[src/rtl/d74l138_pkg.sv]
// ============================================================================
// Module   : d74l138_pkg
// Brief    : Shared widths and idle output value for the 3-to-8 decoder.
// Revision : 1.0
// ============================================================================
`default_nettype none

package d74l138_pkg;

    localparam int SEL_W = 3;
    localparam int OUT_W = 8;

    localparam logic [OUT_W-1:0] Y_IDLE = 8'hFF;

endpackage

`default_nettype wire

[src/rtl/d74l138_core.sv]
// ============================================================================
// Module   : d74l138_core
// Brief    : Combinational decode of enables and select into the next Y.
// Revision : 1.0
// ============================================================================
`default_nettype none

module d74l138_core
    import d74l138_pkg::*;
(
    input  logic             g_i,
    input  logic             g2a_i,
    input  logic             g2b_i,
    input  logic [SEL_W-1:0] idx_i,
    output logic [OUT_W-1:0] y_o
);

    logic w_enabled;

    assign w_enabled = g_i && !g2a_i && !g2b_i;

    // Outputs are active-low: only the selected line drops, and only when enabled.
    always_comb begin
        y_o = Y_IDLE;
        if (w_enabled) begin
            y_o[idx_i] = 1'b0;
        end
    end

endmodule

`default_nettype wire

[src/rtl/d74l138.sv]
// ============================================================================
// Module   : d74l138
// Brief    : Registered 3-to-8 active-low decoder with three-input enable.
// Revision : 1.0
// ============================================================================
`default_nettype none

module d74l138
    import d74l138_pkg::*;
(
    input  logic             clk,
    input  logic             rst_n,
    input  logic             G,
    input  logic             G2A,
    input  logic             G2B,
    input  logic             C,
    input  logic             B,
    input  logic             A,
    output logic [OUT_W-1:0] Y
);

    logic [SEL_W-1:0] w_idx;
    logic [OUT_W-1:0] y_d;
    logic [OUT_W-1:0] y_q;

    assign w_idx = {C, B, A};

    d74l138_core u_core (
        .g_i   (G),
        .g2a_i (G2A),
        .g2b_i (G2B),
        .idx_i (w_idx),
        .y_o   (y_d)
    );

    always_ff @(posedge clk or negedge rst_n) begin
        if (!rst_n) begin
            y_q <= Y_IDLE;
        end else begin
            y_q <= y_d;
        end
    end

    assign Y = y_q;

endmodule

`default_nettype wire

[config.mk]
export PLATFORM = sky130hd
export DESIGN_NAME = d74l138
export DESIGN_NICKNAME = d
export VERILOG_FILES = /design/src/rtl/d74l138_pkg.sv /design/src/rtl/d74l138_core.sv /design/src/rtl/d74l138.sv
export SDC_FILE = /design/constraint.sdc
export NUM_CORES = 1
export LEC_CHECK = 0
export BUFFER_PORTS_ARGS = -buffer_cell sky130_fd_sc_hd__buf_2
export CORE_AREA = 2 2 39 41
export DETAILED_ROUTE_END_ITERATION = 8
export DIE_AREA = 0 0 41 43
export PLACE_DENSITY_LB_ADDON = 0.25
export SYNTH_ARGS = -nofsm -noshare
export SYNTH_HDL_FRONTEND = slang
export SYNTH_SLANG_ARGS = --single-unit
[constraint.sdc]
create_clock -name clk -period 1.73 [get_ports clk]
set_clock_uncertainty 0.2 [all_clocks]
set_input_delay 0.0865 -clock clk [delete_from_list [all_inputs] [get_ports clk]]
set_output_delay 0.0865 -clock clk [all_outputs]
set_load 0.01 [all_outputs]
## Yosys cells after proc, flatten, opt, wreduce, memory -nomap -nowiden

Cells that the tools add are included.

| word-level totals | value |
|---|---|
| input bits | 8 |
| output and inout bits | 8 |
| register bits | 8 |

| cells by class | value |
|---|---|
| bitwise operators | 1 |
| $lt $le $gt $ge | 2 |
| multiplexer cells | 3 |
| reductions and logical operators | 5 |

Operator list:

| kind | number |
|---|---|
| $mux W8 | 1 |
| $not A8 Y8 | 1 |
| $lt A3 B4 Y1 const B | 1 |
| $demux W1 S3 | 1 |
| $ge A3 B1 Y1 const B | 1 |
| $logic_and A1 B1 Y1 | 3 |
| $logic_not A1 Y1 | 2 |
| $mux W1 | 1 |

## Depth between registers and ports, before layout

Gate-level depths: netlist of the first run.

| logic depth | value |
|---|---|
| depth after elaboration | 6 |
| mapped depth | 2 |

## Modules after synthesis

From an unflattened synthesis of the first run, not the netlist that was laid out.

| second synthesis, totals | value |
|---|---|
| cell total of the unflattened synthesis | 22 |
| area, all modules | 300.3 um^2 |

Modules (own cells, without submodules):

| module | area each (um^2) | sequential area each (um^2) | cells an instance | times used |
|---|---|---|---|---|
| d74l138 | 210.2 | 210.2 | 8 | 1 |
| d74l138_core | 90.1 | 0.0 | 14 | 1 |

## Least setup slack after synthesis of the first run

OpenSTA, ideal clock, no wires.

| path | value |
|---|---|
| path type | register to output |
| start | register y_q[0] (netlist: Y[0]) |
| end | output Y[0] |
| arrival | 0.520 ns |
| buffers on the path | 0 |
| data required time | 1.443 ns |
| cell stages (with the launch flop) | 1 |
| slack | 0.924 ns |
| cells stage by stage | dfstp_2 |

RTL lines:

| item | line | source |
|---|---|---|
| from (decl) | d74l138.sv:24 | `logic [OUT_W-1:0] y_q;` |
| from (signal assigned) | d74l138.sv:40 | `y_q <= y_d;` |
| to (decl) | d74l138.sv:19 | `output logic [OUT_W-1:0] Y` |

No word-level cell between the ends.

## Worst setup path in the final report of the first run

| path | value |
|---|---|
| start | input B |
| end | register y_q[6] (netlist: Y[6]) |

| on the way | value |
|---|---|
| cells in the longest elaborated chain, start to end | 6 |
| elaborated cells between the ends (all ways) | 7 |

Ends and longest elaborated chain:

| item | line | source |
|---|---|---|
| from (decl) | d74l138.sv:17 | `input logic B,` |
| $lt A3 B4 Y1 (not written as such) / $ge A3 B1 Y1 (equally long branches) | d74l138_core.sv:26 | `y_o[idx_i] = 1'b0;` |
| $logic_and A1 B1 Y1 (not written as such) | d74l138_core.sv:26 |  |
| $mux W1 (not written as such) | d74l138_core.sv:26 |  |
| $demux W1 S3 * | - |  |
| $not A8 Y8 (no line) * | - |  |
| $mux W8 * | d74l138_core.sv:25 | `if (w_enabled) begin` |
| via u_core.y_o[6] | d74l138_core.sv:15 | `output logic [OUT_W-1:0] y_o` |

The timed path passes the listed nets; every way through them passes the cells marked *.

==> summary.txt, run 1 <==
core area = 1384 sq um
Post-Syn Nets = 29
final global-route overflow total = 0
htree depth = 1
Int Power = 287.5 uW
Netlist Area Pre-Place = 300.3 sq um
Crit Path Max Fanout = 5
Max Cap Viol = 0
commonest cells after routing, fill and taps aside = buf_2, dfstp_2, nand2_1
RSZ-0062 raised after global routing = no
pin count of the biggest net entering global routing = 9
Critical Path End Type = flop
Worst-Margin Slew = 232.1 ps
Data arrival, critical path = 1380 ps
Worst Path Required = 1700 ps
status = finished, final reports clean
die height = 43 um
Fin Setup TNS = 0 ps
IO Count = 16
Leakage = 0.0001872 uW
vias in the first global route = 269
DRT iter0 DRCs = 5
clock power share = 37.2%
switching share of power = 20.00%
CP Cell Sequence = dlygate4sd3_1, buf_2, nand3_2, dlygate4sd3_1
antenna violations before repair = 0
fin area = 467.9 sq um
row cnt = 14
Clock Sinks = 8
via count = 231
dpl cells = 52
Final #Nets = 54
wire per inst = 8.867 um
Distinct cells, synth = 8
Final Cycle Share = 81.39%
worst hold path depth = 3
Min Clock Period, post-route = 1408 ps
Mapped Cells = 21
largest area contributor in the synthesized netlist = dfstp_2
Placement Cell Area = 395.4 sq um
DRT Pass-1 Iters = 4
leading cell type in the layout, fill and taps excluded = buf_2
Final Max Tran Viols = 0
Final Non-Filler Cells = 60
max reg flops = 8
Detailed Place HPWL = 420.6 um
worst hold path class = in -> reg
WP buf/inv = 3
final WL = 532 um
Max stage delay on crit path = 560 ps
Final Hold Fails = 0
Combinational Power Share = 9.4%
CP max stage cell = dlygate4sd3_1
vias per std cell = 3.850
clock tree buffer depth = 2
CTS clk-pin slew, worst paths = 50 ps
Slew HR = 84.46%
total power draw = 359.4 uW
total power per unit cell area = 767.9 nW/um^2
top-area cell type share of the netlist area = 70.00%
switching power = 71.85 uW
antenna cells = 0
synth top area cells = dfstp_2, nor4b_4, nand2_1
total die area = 1763 sq um
critical path class = in -> reg
Initial Util = 21.70%
post-synthesis sequential area ratio = 70.00%
VDD IR-drop max = 208.6 uV
DRT antenna net count = 0
clock root cell = clkbuf_4
Flop pwr share = 53.4%
TritonCTS clock tree = yes
Die Wd = 41 um
FILL cells = 154
FMAX = 0.7102 GHz
Startpoint Class = input pin
first-pass GRT wire length = 952 um
Hold EP = Y[1]
final setup fails = 0
synthesized flop and latch total = 8
GPL Wtd Cong = 0.7530
# DRC = 0
Syn. warnings = 0
Area Overhead vs Synth = 55.83%
cts bufs inserted = 3
gr usage total = 8.638%
Crit path top cell by count = dlygate4sd3_1
hold_ws = 55.88 ps
Mean Syn Cell Area = 14.30 sq um
layout cells sized above 1 = 63.64%
Port-buffer cells = 15
Hold Path Origin = G
Top Family by Delay on Critical Path = buffers and inverters
per-stage QoR:
stage	utilization, %	setup WS, ps
final	33.82	322.0
after global routing	33.82	276.0
after CTS	33.82	333.0
after detailed placement	28.57	776.0
after global placement	28.57	788.0
after floorplan	-	923.9
routing by layer:
metal / wire length [um] / vias up / track usage [%]
met2: 297 / 9 / 12.50
met3: 33 / 0 / 1.571
met5: 0 / - / 0
li1: - / 115 / -
met4: 0 / 0 / 12.00
met1: 200 / 107 / 8.027
cell usage after synthesis:
master / number
nand3_2: 1
nor4b_4: 1
nand3_1: 1
and4bb_1: 1
nor2_1: 1
nand2_1: 6
dfstp_2: 8
nor2b_1: 2
cells by family (layout without fill, tap and decap cells):
logic type	Yosys count	count (layout)	synth area share (%)
and+or+nand+nor	13	13	29.99
buffers and inverters	0	23	0
DFF	8	8	70.00
area by class of cell:
| class | count | area (sq um) | area share (%) |
|---|---|---|---|
| sequential | 8 | 210.2 | 44.92 |
| timing repair buffer | 20 | 125.1 | 26.74 |
| clock buffer | 3 | 22.52 | 4.813 |
| tap | 16 | 20.02 | 4.278 |
| multi-input combinational | 13 | 90.09 | 19.25 |
repair_timing:
item / in CTS / in global routing
setup buffers: 0 / 0
hold endpoints to repair: 16 / 0
resized for setup: 0 / 0
setup endpoints to repair: 0 / 0
hold buffers: 5 / 0
power groups by stage:
stage | clock network (uW) | registers, uW | logic, uW
6_report | 134 | 192 | 33.8
5_1_grt | 145 | 192 | 37.6
4_1_cts | 142 | 192 | 34.0
3_5_place_dp | 0 | 194 | 27.7
3_3_place_gp | 0 | 194 | 27.1
2_1_floorplan | 0 | 195 | 7.88
worst max-delay path by stage:
stage	to	start	cells after the start
2_1_floorplan	Y[0]	Y[0]	0
3_3_place_gp	Y[6]	A	3
3_5_place_dp	Y[6]	A	3
4_1_cts	Y[6]	B	4
5_1_grt	Y[6]	B	4
6_report	Y[6]	B	4
No activity file was read; power rests on OpenSTA's default activity.
==> run 2: changes to the inputs <==
==> constraint.sdc (replaced) <==
create_clock -name clk -period 1.4 [get_ports clk]
set_clock_uncertainty 0.2 [all_clocks]
set_input_delay 0.07 -clock clk [delete_from_list [all_inputs] [get_ports clk]]
set_output_delay 0.07 -clock clk [all_outputs]
set_load 0.01 [all_outputs]
==> run 2 against run 1 <==
Against the previous run: sequential power increased by 23%; sequential share of layout area down 1.5 points; first-iteration DRC count shrank 60%; critical path type unchanged.
==> summary.txt, run 2 (same netlist as run 1, synthesis figures left out) <==
vias in the first global route = 269 (unchanged)
clock tree buffer depth = 2 (unchanged)
Initial Util = 21.70% (unchanged)
total power per unit cell area = 927.5 nW/um^2 (was 767.9 nW/um^2)
CTS clk-pin slew, worst paths = 50 ps (about the same)
final WL = 549 um (was 532 um)
worst hold path class = in -> reg (unchanged)
cts bufs inserted = 3 (unchanged)
layout cells sized above 1 = 64.44% (was 63.64%)
htree depth = 1 (unchanged)
Final #Nets = 55 (was 54)
leading cell type in the layout, fill and taps excluded = buf_2 (unchanged)
final setup fails = 0 (unchanged)
FMAX = 0.7283 GHz
RSZ-0062 raised after global routing = no (unchanged)
Hold EP = Y[1] (unchanged)
TritonCTS clock tree = yes (unchanged)
Hold Path Origin = G (unchanged)
Final Hold Fails = 0 (unchanged)
worst hold path depth = 3 (unchanged)
IO Count = 16 (unchanged)
die height = 43 um (unchanged)
area of the multi-input gates = 90.09 sq um (unchanged)
core area = 1384 sq um (unchanged)
CP Cell Sequence = dlygate4sd3_1, buf_4, nand3_2, dlygate4sd3_1 (was dlygate4sd3_1, buf_2, nand3_2, dlygate4sd3_1)
Fin Setup TNS = 0 ps (unchanged)
row cnt = 14 (unchanged)
CP max stage cell = dlygate4sd3_1 (unchanged)
Final Max Tran Viols = 0 (unchanged)
gr usage total = 8.638% (unchanged)
Clock Sinks = 8 (unchanged)
first-pass GRT wire length = 952 um (unchanged)
total die area = 1763 sq um (unchanged)
Port-buffer cells = 15 (unchanged)
clock root cell = clkbuf_4 (unchanged)
status = finished, final reports clean (unchanged)
Min Clock Period, post-route = 1373 ps
FILL cells = 152 (was 154)
Data arrival, critical path = 1340 ps (was 1380 ps)
met1 GRT Util = 8.027% (unchanged)
hold_ws = 39.57 ps (was 55.88 ps)
# DRC = 0 (unchanged)
VDD IR-drop max = 278.3 uV (was 208.6 uV)
Crit path top cell by count = dlygate4sd3_1 (unchanged)
max reg flops = 8 (unchanged)
vias per std cell = 3.918 (was 3.850)
register area = 210.2 sq um (unchanged)
final global-route overflow total = 0 (unchanged)
GPL Wtd Cong = 0.7530 (unchanged)
DRT Pass-1 Iters = 4 (unchanged)
met2 Use GR = 12.50% (unchanged)
Leakage = 0.0001950 uW (was 0.0001872 uW)
Crit Path Max Fanout = 5 (unchanged)
GRT Max-Usage Layer = met2 (unchanged)
Startpoint Class = input pin (unchanged)
Max Cap Viol = 0 (unchanged)
antenna cells = 0 (unchanged)
Die Wd = 41 um (unchanged)
Slew HR = 84.60% (was 84.46%)
met3 usage = 1.571% (unchanged)
via count = 239 (was 231)
wire per inst = 9.000 um (was 8.867 um)
Worst-Margin Slew = 230.0 ps (was 232.1 ps)
Area Overhead vs Synth = 61.25% (was 55.83%)
Critical Path End Type = flop (unchanged)
DRT antenna net count = 0 (unchanged)
pin count of the biggest net entering global routing = 9 (unchanged)
Final Cycle Share = 98.07%
critical path class = in -> reg (unchanged)
Max stage delay on crit path = 560 ps (about the same)
Detailed Place HPWL = 420.6 um (unchanged)
antenna violations before repair = 0 (unchanged)
Worst Path Required = 1370 ps (was 1700 ps)
DRT iter0 DRCs = 2 (was 5)
commonest cells after routing, fill and taps aside = buf_2, dfstp_2, nand2_1 (unchanged)
run 2: power breakdown:
part           internal (uW)  switching (uW)
sequential               236           0.424
combinational           25.7            21.1
clock                   97.4            68.0
run 2: layout make-up:
class,count,share of cell area [%]
flip-flops and latches,8,43.41
repair buffers,21,29.20
multi-input cells,13,18.60
clock buffers,3,4.651
well taps,16,4.134
run 2: critical path: cells and delay by family:
| kind | cells | cell delay, ps |
|---|---|---|
| buf+inv | 3 | 1220 |
| simple gates | 1 | 50 |
run 2: per-layer routing:
metal  part of all wire (%)  up-vias
li1                       -      117
met1                     36      113
met2                     58        9
met3                    6.0        0
met4                      0        0
met5                      0        -
run 2: how the worst max path moves through the flow:
stage,from,to,cells past startpoint
floorplan,Y[0],Y[0],0
global placement,A,Y[6],3
detailed placement,A,Y[6],3
CTS,B,Y[6],4
global route,C,Y[6],4
finish,C,Y[6],4
run 2: stage by stage:
stage / setup WS [ps] / cells / utilization (%) / instance area [sq um] / power (uW)
final: 27.00 / 61 / 34.99 / 484.2 / 449.1
after global routing: 1.336 / 61 / 34.99 / 484.2 / 468.0
after CTS: 19.52 / 60 / 33.82 / 467.9 / 454.4
after detailed placement: 462.5 / 52 / 28.57 / 395.4 / 274.1
after global placement: 474.5 / 52 / 28.57 / 395.4 / 273.3
after floorplan: 610.4 / 21 / - / 300.3 / 251.1
run 2: what timing repair did:
| item | CTS | global route |
|---|---|---|
| hold buffers | 5 | 0 |
| buffers inserted | 0 | 1 |
| setup endpoints to repair | 0 | 1 |
| hold endpoints to repair | 16 | 0 |
| resized for setup | 0 | 3 |
==> run 3: changes to the inputs <==
==> constraint.sdc (replaced) <==
create_clock -name clk -period 1.4 [get_ports clk]
set_clock_uncertainty 0.2 [all_clocks]
set_input_delay 0.28 -clock clk [delete_from_list [all_inputs] [get_ports clk]]
set_output_delay 0.28 -clock clk [all_outputs]
set_load 0.01 [all_outputs]
==> run 3 against run 2 <==
Against the previous run: count of clock-buffer cells in the layout stayed put; critical path depth is 3 lower; core utilization is 4.1 points lower; hold slack worse by 3.0 ps; clock power hardly changed; die area stayed put; sequential power hardly changed.
==> summary.txt, run 3 (same netlist as run 1, synthesis figures left out) <==
status = finished, final reports clean (unchanged)
DRT Pass-1 Iters = 4 (unchanged)
Crit Path Max Fanout = 1 (was 5)
Hold Path Origin = C (was G)
CP Cell Sequence = buf_2 (was dlygate4sd3_1, buf_4, nand3_2, dlygate4sd3_1)
core area = 1384 sq um (unchanged)
final setup fails = 0 (unchanged)
layout cells sized above 1 = 70.00% (was 64.44%)
via count = 212 (was 239)
hold_ws = 36.54 ps (was 39.57 ps)
pin count of the biggest net entering global routing = 9 (unchanged)
DRT antenna net count = 0 (unchanged)
row cnt = 14 (unchanged)
Leakage = 0.0001707 uW (was 0.0001950 uW)
critical path class = reg -> out (was in -> reg)
vias in the first global route = 244 (was 269)
Critical Path End Type = output pin (was flop)
RSZ-0062 raised after global routing = no (unchanged)
Startpoint Class = flop (was input pin)
clock root cell = clkbuf_4 (unchanged)
commonest cells after routing, fill and taps aside = buf_2, dfstp_2, nand2_1 (unchanged)
CTS clk-pin slew, worst paths = 50 ps (about the same)
IO Count = 16 (unchanged)
total power per unit cell area = 1025 nW/um^2 (was 927.5 nW/um^2)
FMAX = 0.7400 GHz (was 0.7283 GHz)
final global-route overflow total = 0 (unchanged)
total die area = 1763 sq um (unchanged)
Final Hold Fails = 0 (unchanged)
Initial Util = 21.70% (unchanged)
Min Clock Period, post-route = 1351 ps (was 1373 ps)
Worst-Margin Slew = 289.7 ps (was 230.0 ps)
Max Cap Viol = 0 (unchanged)
Data arrival, critical path = 870 ps (was 1340 ps)
WP buf/inv = 1 (was 3)
Final WS setup = 48.61 ps (was 27.00 ps)
Final Cycle Share = 96.53% (was 98.07%)
gr usage total = 8.130% (was 8.638%)
cts bufs inserted = 3 (unchanged)
Area Overhead vs Synth = 42.50% (was 61.25%)
Max stage delay on crit path = 510 ps (was 560 ps)
Final #Nets = 50 (was 55)
TritonCTS clock tree = yes (unchanged)
post-layout util = 30.92% (was 34.99%)
first-pass GRT wire length = 869 um (was 952 um)
antenna cells = 0 (unchanged)
Worst setup startpoint = Y[2] (was C)
VDD IR-drop max = 249.2 uV (was 278.3 uV)
Final Max Tran Viols = 0 (unchanged)
clock tree buffer depth = 2 (unchanged)
final WL = 503 um (was 549 um)
vias per std cell = 3.786 (was 3.918)
DRT iter0 DRCs = 4 (was 2)
htree depth = 1 (unchanged)
CP max stage cell = dfstp_2 (was dlygate4sd3_1)
worst hold path class = in -> reg (unchanged)
# DRC = 0 (unchanged)
Slew HR = 80.60% (was 84.60%)
post-place setup slack = 252.5 ps (was 462.5 ps)
wire per inst = 8.982 um (was 9.000 um)
Clock Sinks = 8 (unchanged)
Worst Path Required = 920 ps (was 1370 ps)
leading cell type in the layout, fill and taps excluded = buf_2 (unchanged)
antenna violations before repair = 0 (unchanged)
Detailed Place HPWL = 420.6 um (unchanged)
Top Family by Delay on Critical Path = flip-flops (was buffers and inverters)
Die Wd = 41 um (unchanged)
count of cells resized by post-cts repair = 0 (unchanged)
max reg flops = 8 (unchanged)
GPL Wtd Cong = 0.7530 (unchanged)
die height = 43 um (unchanged)
Port-buffer cells = 15 (unchanged)
Fin Setup TNS = 0 ps (unchanged)
-- run 3: cell type report --
type,count,area [sq um]
Clock buffer,3,22.52
Fill cell,160,955.9
Multi-Input combinational cell,13,90.09
Sequential cell,8,210.2
Tap cell,16,20.02
Timing Repair Buffer,16,85.08
-- run 3: routing by layer --
layer,vias up,GRT usage (%),wire (um)
met5,-,0,0
met4,0,12.00,0
met3,0,1.571,34
met2,9,10.94,276
met1,96,8.027,193
li1,107,-,-
-- run 3: path summary, 6_finish.rpt --
check	endpoint	slack, ps	cells after the start
max	Y[2]	50	1
min	Y[6]	40	2
max in group asynchronous	Y[0]	570	2
min in group asynchronous	Y[7]	410	2
-- run 3: through the flow --
stage / std cells / total power, uW / area, sq um
after floorplan: 21 / 251.1 / 300.3
after global placement: 52 / 273.3 / 395.4
after detailed placement: 52 / 274.1 / 395.4
after CTS: 56 / 448.7 / 427.9
after global routing: 56 / 456.4 / 427.9
final: 56 / 438.7 / 427.9
-- run 3: what timing repair did --
action                                 in CTS  in global routing
endpoints found under the hold margin       8                  0
hold buffers                                1                  0
setup buffers                               0                  0
-- run 3: where the power goes --
group / switching, uW / total (uW) / internal, uW
Combinational: 19.4 / 35.9 / 16.5
Clock: 68.5 / 166 / 97.4
Sequential: 0.428 / 237 / 236
